[config.mk]
export PLATFORM = sky130hd
export DESIGN_NAME = addr_pair_seq
export DESIGN_NICKNAME = d
export VERILOG_FILES = /design/src/rtl/addr_pair_pkg.sv /design/src/rtl/addr_lane_pack.sv /design/src/rtl/addr_pair_seq.sv
export SDC_FILE = /design/constraint.sdc
export NUM_CORES = 1
export LEC_CHECK = 0
export ABC_AREA = 1
export CORE_MARGIN = 2
export CORE_UTILIZATION = 50
export DETAILED_ROUTE_END_ITERATION = 6
export GPL_TIMING_DRIVEN = 0
export HOLD_SLACK_MARGIN = 0.02
export PLACE_DENSITY = 0.79
export SLEW_MARGIN = 20
export SYNTH_ARGS = -nofsm -noshare
export SYNTH_HDL_FRONTEND = slang
export SYNTH_SLANG_ARGS = --single-unit
[constraint.sdc]
create_clock -name clk -period 1.8 [get_ports clk]
set_input_delay 0.27 -clock clk [delete_from_list [all_inputs] [get_ports clk]]
set_output_delay 0.27 -clock clk [all_outputs]
set_load 0.03 [all_outputs]
[src/rtl/addr_pair_pkg.sv]
// Shared types and helpers for the lane-interleaved address sequencer.
// Sequencer states and the {idx, lane} address helper.
package addr_pair_pkg;

  typedef enum logic [1:0] {
    IDLE = 2'd0,
    RUN  = 2'd1,
    DONE = 2'd2
  } state_t;

  // Widths are generic; callers truncate the 32-bit result to ADDR_W.
  function automatic logic [31:0] lane_addr(
    input logic [31:0] idx,
    input logic [31:0] lane,
    input int          lane_bits
  );
    return (idx << lane_bits) | lane;
  endfunction

endpackage

[src/rtl/addr_lane_pack.sv]
// Packs one {idx, lane} address per lane into a flat bus.
// Purely combinational; lane k occupies addr[k*ADDR_W +: ADDR_W].
module addr_lane_pack
  import addr_pair_pkg::*;
#(
  parameter  int ADDR_W    = 14,
  parameter  int LANE_BITS = 1,
  localparam int LANES     = 2 ** LANE_BITS,
  localparam int IDX_W     = ADDR_W - LANE_BITS
) (
  input  logic [IDX_W-1:0]        idx,
  output logic [LANES*ADDR_W-1:0] addr
);

  for (genvar k = 0; k < LANES; k++) begin : g_lane
    assign addr[k*ADDR_W +: ADDR_W] =
      ADDR_W'(lane_addr(32'(idx), 32'(k), LANE_BITS));
  end

endmodule

[src/rtl/addr_pair_seq.sv]
// Lane-interleaved address sequencer over an inclusive index range.
// Optional beat counter output: define ADDR_PAIR_BEAT_COUNT_EN.
module addr_pair_seq
  import addr_pair_pkg::*;
#(
  parameter  int ADDR_W    = 14,
  parameter  int LANE_BITS = 1,
  localparam int LANES     = 2 ** LANE_BITS,
  localparam int IDX_W     = ADDR_W - LANE_BITS
) (
  input  logic                    clk,
  input  logic                    reset,
  input  logic                    start,
  input  logic [IDX_W-1:0]        base_idx,
  input  logic [IDX_W-1:0]        last_idx,
  input  logic                    loop_mode,
  input  logic                    advance,
  input  logic                    abort,
  output logic                    valid,
  output logic                    busy,
  output logic                    done,
  output logic [IDX_W-1:0]        idx,
`ifdef ADDR_PAIR_BEAT_COUNT_EN
  output logic [IDX_W:0]          beat_cnt,
`endif
  output logic [LANES*ADDR_W-1:0] addr
);

  state_t           state;
  logic [IDX_W-1:0] idx_q;
  logic [IDX_W-1:0] base_q;
  logic [IDX_W-1:0] last_q;
  logic             loop_q;

  always_ff @(posedge clk) begin
    if (reset) begin
      state  <= IDLE;
      idx_q  <= '0;
      base_q <= '0;
      last_q <= '0;
      loop_q <= 1'b0;
    end else begin
      unique case (state)
        IDLE: begin
          if (start) begin
            if (base_idx <= last_idx) begin
              base_q <= base_idx;
              last_q <= last_idx;
              loop_q <= loop_mode;
              idx_q  <= base_idx;
              state  <= RUN;
            end else begin
              state  <= DONE;
            end
          end
        end
        RUN: begin
          if (abort) begin
            state <= IDLE;
          end else if (advance) begin
            // Compare before incrementing so last = all-ones never wraps.
            if (idx_q != last_q) begin
              idx_q <= idx_q + IDX_W'(1);
            end else if (loop_q) begin
              idx_q <= base_q;
            end else begin
              state <= DONE;
            end
          end
        end
        DONE:    state <= IDLE;
        default: state <= IDLE;
      endcase
    end
  end

`ifdef ADDR_PAIR_BEAT_COUNT_EN
  always_ff @(posedge clk) begin
    if (reset) begin
      beat_cnt <= '0;
    end else if (state == IDLE && start) begin
      beat_cnt <= '0;
    end else if (state == RUN && advance && !abort) begin
      if (beat_cnt != '1) beat_cnt <= beat_cnt + (IDX_W+1)'(1);
    end
  end
`endif

  assign valid = (state == RUN);
  assign done  = (state == DONE);
  assign busy  = (state != IDLE);
  assign idx   = idx_q;

  addr_lane_pack #(
    .ADDR_W    (ADDR_W),
    .LANE_BITS (LANE_BITS)
  ) u_pack (
    .idx  (idx_q),
    .addr (addr)
  );

endmodule
Word level (Yosys, flattened, before mapping)
Cells that the tools add are included.
- register bits after elaboration: 42
- bits of input ports: 32
- logic and storage cells: 38
- add/subtract/negate cells: 1
- order comparisons: 1
- eq/ne operators: 11
- multiplexer cells: 14
- reductions and logical operators: 6
- operators by type and width (kind ; count):
    2-to-1 mux 13 bit ; 6
    case mux 13 bit (2 select lines) ; 1
    adder 13 x 1 -> 13 bit (second input constant) ; 1
    <= comparator 13 bit ; 1
    != test 13 bit ; 1
    2-to-1 mux 2 bit ; 6
    != test 3 bit (second input constant) ; 3
    != test 2 bit (second input constant) ; 4
    AND reduction 6 bit ; 1
    case mux 2 bit (2 select lines) ; 1
    AND reduction 4 bit ; 1
    nonzero test 2 bit ; 2
    != test 3 x 1 -> 1 bit (second input constant) ; 1
    AND reduction 3 bit ; 1
    == test 2 x 1 -> 1 bit (second input constant) ; 1
    == test 2 bit (second input constant) ; 1
    zero test 2 bit ; 1

Depth between registers and ports, before layout
Gate-level depths: netlist of run 1.
- depth after elaboration: 5
- mapped depth: 14
- gate-level depth less buffers: 13

Hierarchy
Synthesis of run 1 repeated with hierarchy kept, for this count alone.
- cells, all modules: 471
- area, all modules: 3001.6 um2
- by module, submodules not included (module ; instances ; cells an instance ; area an instance (um2) ; seq. area each (um2)):
    addr_pair_seq ; 1 ; 441 ; 2783.9 ; 840.8
    addr_lane_pack ; 1 ; 30 ; 217.7 ; 0.0

Worst setup path after synthesis of run 1
OpenSTA, ideal clock, no wires.
- path type: reg-to-reg
- start point: reg idx_q[4], in the netlist idx[4]
- end point: reg idx_q[6], in the netlist idx[6]
- data arrival time: 1680 ps
- data required time: 1687 ps
- slack: 7 ps
- stages on the path, launching flop included: 13
- buffers on the path: 1
- period minus slack after synthesis: 1793 ps
- cells stage by stage: dfxtp_1 inv_1 nand2_1 nand2_1 nor2_1 nand2_2 nor2_8 nand3_2 nand4_4 buf_6 nand2_1 nand2_1 nor2_1
- longest elaborated chain between the ends: 5
- elaborated cells on any way between the ends: 8
- ends and longest elaborated chain (item ; line ; source):
    start: declaration ; addr_pair_seq.sv:30 ; logic [IDX_W-1:0] idx_q;
    start signal: assignment ; addr_pair_seq.sv:50 ; idx_q <= base_idx;
    start signal: assignment ; addr_pair_seq.sv:63 ; idx_q <= idx_q + IDX_W'(1);
    start signal: assignment ; addr_pair_seq.sv:65 ; idx_q <= base_q;
    adder 13 x 1 -> 13 bit or != test 13 bit (tied branches) ; addr_pair_seq.sv:63, addr_pair_seq.sv:62 ;
    2-to-1 mux 13 bit ; addr_pair_seq.sv:62 ; if (idx_q != last_q) begin
    2-to-1 mux 13 bit ; addr_pair_seq.sv:60 ; end else if (advance) begin
    2-to-1 mux 13 bit ; addr_pair_seq.sv:58 ; if (abort) begin
    case mux 13 bit (2 select lines) ; addr_pair_seq.sv:43 ; unique case (state)
Several ways; a longest one is shown, not always the timed one. The select of a mux whose other input is x is not followed.
A chain may end at the register's enable or synchronous reset.

Final worst setup path of run 1
- start point: in base_idx[12]
- end point: reg base_q[5]
- longest elaborated chain between the ends: 2
- ends and longest elaborated chain (item ; line ; source):
    start: declaration ; addr_pair_seq.sv:14 ; input logic [IDX_W-1:0] base_idx,
    <= comparator 13 bit ; addr_pair_seq.sv:46 ; if (base_idx <= last_idx) begin
    AND reduction 3 bit (no line) ; - ;
    end signal: assignment ; addr_pair_seq.sv:47 ; base_q <= base_idx;
    end: declaration ; addr_pair_seq.sv:31 ; logic [IDX_W-1:0] base_q;
No other way between the ends.

==> results by stage, run 1 <==
Run status:
- The run finished, with violations left.
- The checks that failed: setup timing.

GRT:
- The first global-routing pass estimated 14000 um of wire.
- In the global route stage, overall resource usage came out at between 20% and 30%.
- The number of antenna violations at the first check in global routing is 0.
- Entering global routing, the biggest net connects 13 pins.
- The number of global-route vias before repair is 3020.
- Global routing finished with a remaining overflow of 0.

Synth:
- The gate count after technology mapping is 471.
- Among all flip-flop cells after synthesis, the most frequent one is dfxtp_1.
- After synthesis, the share of flip-flops with an asynchronous set or reset is 0%.
- The combined area of all synthesized cells is 3000 um^2.
- The fraction of the yosys area taken by sequential cells is 28.0%.
- When the netlist entered floorplanning its net count stood at roughly 520.
- The unique cell type count in the Yosys netlist is 27.
- The synthesized area divided by synthesized cell count is about 6.4 um^2.
- The number of flops mapped to enable cells by yosys is 0.
- In this run, synthesis produced a sequential element count of 42.
- The Yosys warning count is 0.

Setup path:
- The delay of the slowest critical-path stage is 260 ps.
- By startpoint and endpoint, the worst setup path is classified as input port to flip-flop.
- The slowest cell on the critical path is ha_4.
- The path depth of the worst reg2reg path is 10.
- At the worst endpoint, the required time is between 1500 and 2000 ps.
- Data arrives at the worst endpoint at 2030 ps.
- The worst setup path is launched from an input port.
- The worst register-to-register path begins at idx[3]$_SDFFE_PP0P_.
- The critical path goes through buf_2, ha_4, nand2_4, nor2_4, buf_4, a21oi_2, nand2_2, nand2_4, nand3_4, buf_6, o21ai_1, a21oi_2.
- The timing startpoint of the critical path is base_idx[12].
- The worst setup path is captured at a flip-flop.
- Along the worst path, the maximum fanout reaches 8.

Hold path:
- The start point of the worst min-delay path is last_idx[9].
- The hold path depth is 3.
- In this run the worst hold path is classified as input port to flip-flop.

Placement:
- Routability-driven placement finished with a final weighted congestion of 0.854.
- The number of placed cells counting well taps is between 600 and 700.
- The HPWL after detailed placement is roughly 6200 um.
- The number of input and output port buffers inserted is 73.

Route:
- The remaining antenna violation count after routing is 0.
- The detailed-route DRC error count is 0.
- The number of iterations in the first detailed-routing pass is 5.
- Dividing the detail-routed via count by the number of cells gives 5.34.
- The final route contains about 3500 vias.
- The detailed router finished its first iteration with 366 violations.
- In the final routed layout, each cell accounts on average for about 15 um.
- For this block, the routed nets add up to 9860 um of wire.

STA:
- The number of setup violations in the final report is 1.
- Of the available clock period, the critical path in the final layout requires 102%.
- The max-slew headroom at the worst pin is ~58%.
- Static timing analysis puts the maximum clock frequency at 546 MHz.
- The number of slew-limit violations in the final report is 0.
- At the pin with the least slew margin, the transition time is 634 ps.
- The final setup skew is around 5.7 ps.
- Across all hold checks on the routed design, the worst slack comes to approximately 240 ps.
- The total count of hold-check failures in the final report came to 0.
- Adding up every negative setup slack in the final design gives -32.0 ps.
- The minimum period implied by the final worst setup slack is 1830 ps.
- The worst setup slack after layout is -32.0 ps.

Floorplanning:
- The die extent in y is 81.5 um.
- The width of the die is 81.5 um.
- Once the floorplan was initialized, standard cells occupied 51.3% of the core.
- The floorplan step defined a core boundary enclosing just under 6000 um^2.
- The number of top-level pins is 76.
- The die covers between 6000 and 7000 um^2.
- The number of placement rows is 28.

Clock network:
- The CTS tree is built.
- For this design, the CTS-stage hold fixing added 0 buffers.
- The cell at the root of the clock tree is clkbuf_8.
- The worst-case clock buffer depth is 2.
- In this run, CTS created clock tree buffers numbering 5.
- The count of clock tree sinks is 42.
- The clock reaches the later pin of the worst-skew pair after 300 ps.
- The clock-pin slew on the worst setup and hold paths is 80 ps.
- The H-tree was split into 2 levels.

Final layout:
- The synthesis-to-layout area growth is 52.3%.
- Summing all flip-flop and latch instances after layout gives 875 um^2.
- The multi-input logic area is 1990 um^2.
- The final net count is between 600 and 700.
- The repair_antennas step left the layout with diodes totalling 0.
- In the final layout, the share of cells above drive strength 1 is between 30% and 40%.
- The number of fillers in the final layout is 393.
- The final instance count without filler cells is 647.

Power:
- The analysis attributes to cell leakage a power of ~2.2 nW.
- The total design power is 4.73 mW.
- Power spread over the standard cell area amounts to 1040 nW/um^2.
- The peak supply drop is just under 0.0006 V.

Run:
- The count of maximum capacitance violations is 0.
[critical path, delay by kind of cell]
family | cells | cell delay [ps]
compound gates | 3 | 490
simple gates | 5 | 530
fa+ha+maj | 1 | 260
buf+inv | 3 | 460
[stage by stage]
stage                     area [um^2]  worst slack, ps  util (%)
after global placement           3830             -923      65.4
after global routing             4570            -95.9      78.1
after CTS                        4330            0.419      74.0
after floorplan                  3000             7.14         -
final                            4570            -32.0      78.1
after detailed placement         3830             -969      65.4
[logic make-up after synthesis]
family                   Yosys count  share of synthesized area, %
other                              2                         0.250
XOR/XNOR                          12                          3.50
adder cells (fa/ha/maj)           14                          5.84
AND/OR/NAND/NOR                  221                          32.3
buffers and inverters            114                          19.0
AO/OA/AOI/OAI                     66                          11.1
flip-flops                        42                          28.0
[layout make-up]
cell class / instances / area share (%)
Buffer: 43 / 7.69
Clock inverter: 1 / 0.109
Sequential cell: 42 / 19.1
Clock buffer: 7 / 1.89
Tap cell: 75 / 2.05
Timing Repair Buffer: 93 / 19.8
Multi-Input combinational cell: 316 / 43.5
Inverter: 70 / 5.80
[cells in the mapped netlist, types with 2 or more instances]
library cell / n / area [um^2]
buf_4: 29 / 218
inv_2: 5 / 18.8
conb_1: 2 / 7.51
nor3_1: 4 / 20.0
a21oi_1: 35 / 175
ha_1: 14 / 175
xor2_1: 8 / 70.1
nand3_1: 36 / 180
nor2_2: 8 / 50.1
buf_6: 4 / 45.0
nand2_1: 129 / 484
o21ai_0: 30 / 150
nand4_1: 2 / 12.5
inv_1: 65 / 244
nor2_1: 35 / 131
dfxtp_1: 42 / 841
buf_2: 4 / 20.0
xnor2_1: 4 / 35.0
nand3_2: 2 / 20.0
clkbuf_1: 6 / 22.5
[final timing paths]
check                           end  slack [ps]
max reg2reg     idx[1]$_SDFFE_PP0P_          30
max          base_q[5]$_SDFFE_PP0P_         -30
min          last_q[9]$_SDFFE_PP0P_         240
min reg2reg  base_q[6]$_SDFFE_PP0P_         470
[routing by layer]
metal / share of wire [%] / GRT usage [%]
met1: 38 / 34.3
met5: 0 / 0
met3: 9.4 / 4.84
met2: 49 / 47.0
met4: 3.4 / 12.0
[sequential cells by signal, summed over array words and instances, names as in the netlist]
signal / count
base_q: 13
idx: 13
last_q: 13
state: 2
loop_q: 1
[power breakdown]
| part | switching (mW) | internal, mW | leakage [nW] |
|---|---|---|---|
| registers | 0.186 | 1.10 | 0.353 |
| logic | 1.55 | 1.23 | 1.78 |
| clock network | 0.346 | 0.310 | 0.0482 |
| total | 2.09 | 2.65 | 2.18 |
[cells in the final DEF (no fill, tap or decap), types with 10 or more instances in the layout]
master / instances
nor2_1: 27
nand2_2: 15
a21oi_1: 23
buf_4: 39
inv_2: 14
inv_1: 55
a21oi_2: 12
clkbuf_2: 10
buf_2: 11
o21ai_1: 15
dlygate4sd2_1: 10
nor2_2: 10
dfxtp_1: 27
nand2_1: 112
clkdlybuf4s50_1: 34
nand3_1: 33
ha_4: 11
[repair_timing]
| action | CTS | global route |
|---|---|---|
| setup endpoints to repair | 68 | 57 |
| cloned | 6 | 2 |
| resized for setup | 159 | 98 |
| pin swaps | 27 | 27 |
| buffers inserted | 9 | 4 |
No activity file was read; power rests on OpenSTA's default activity.
==> inputs of run 2 (changes only) <==
- CAP_MARGIN: default -> 20
==> results of run 2 <==
The final DEF is identical to that of run 1; final timing and power are the same.
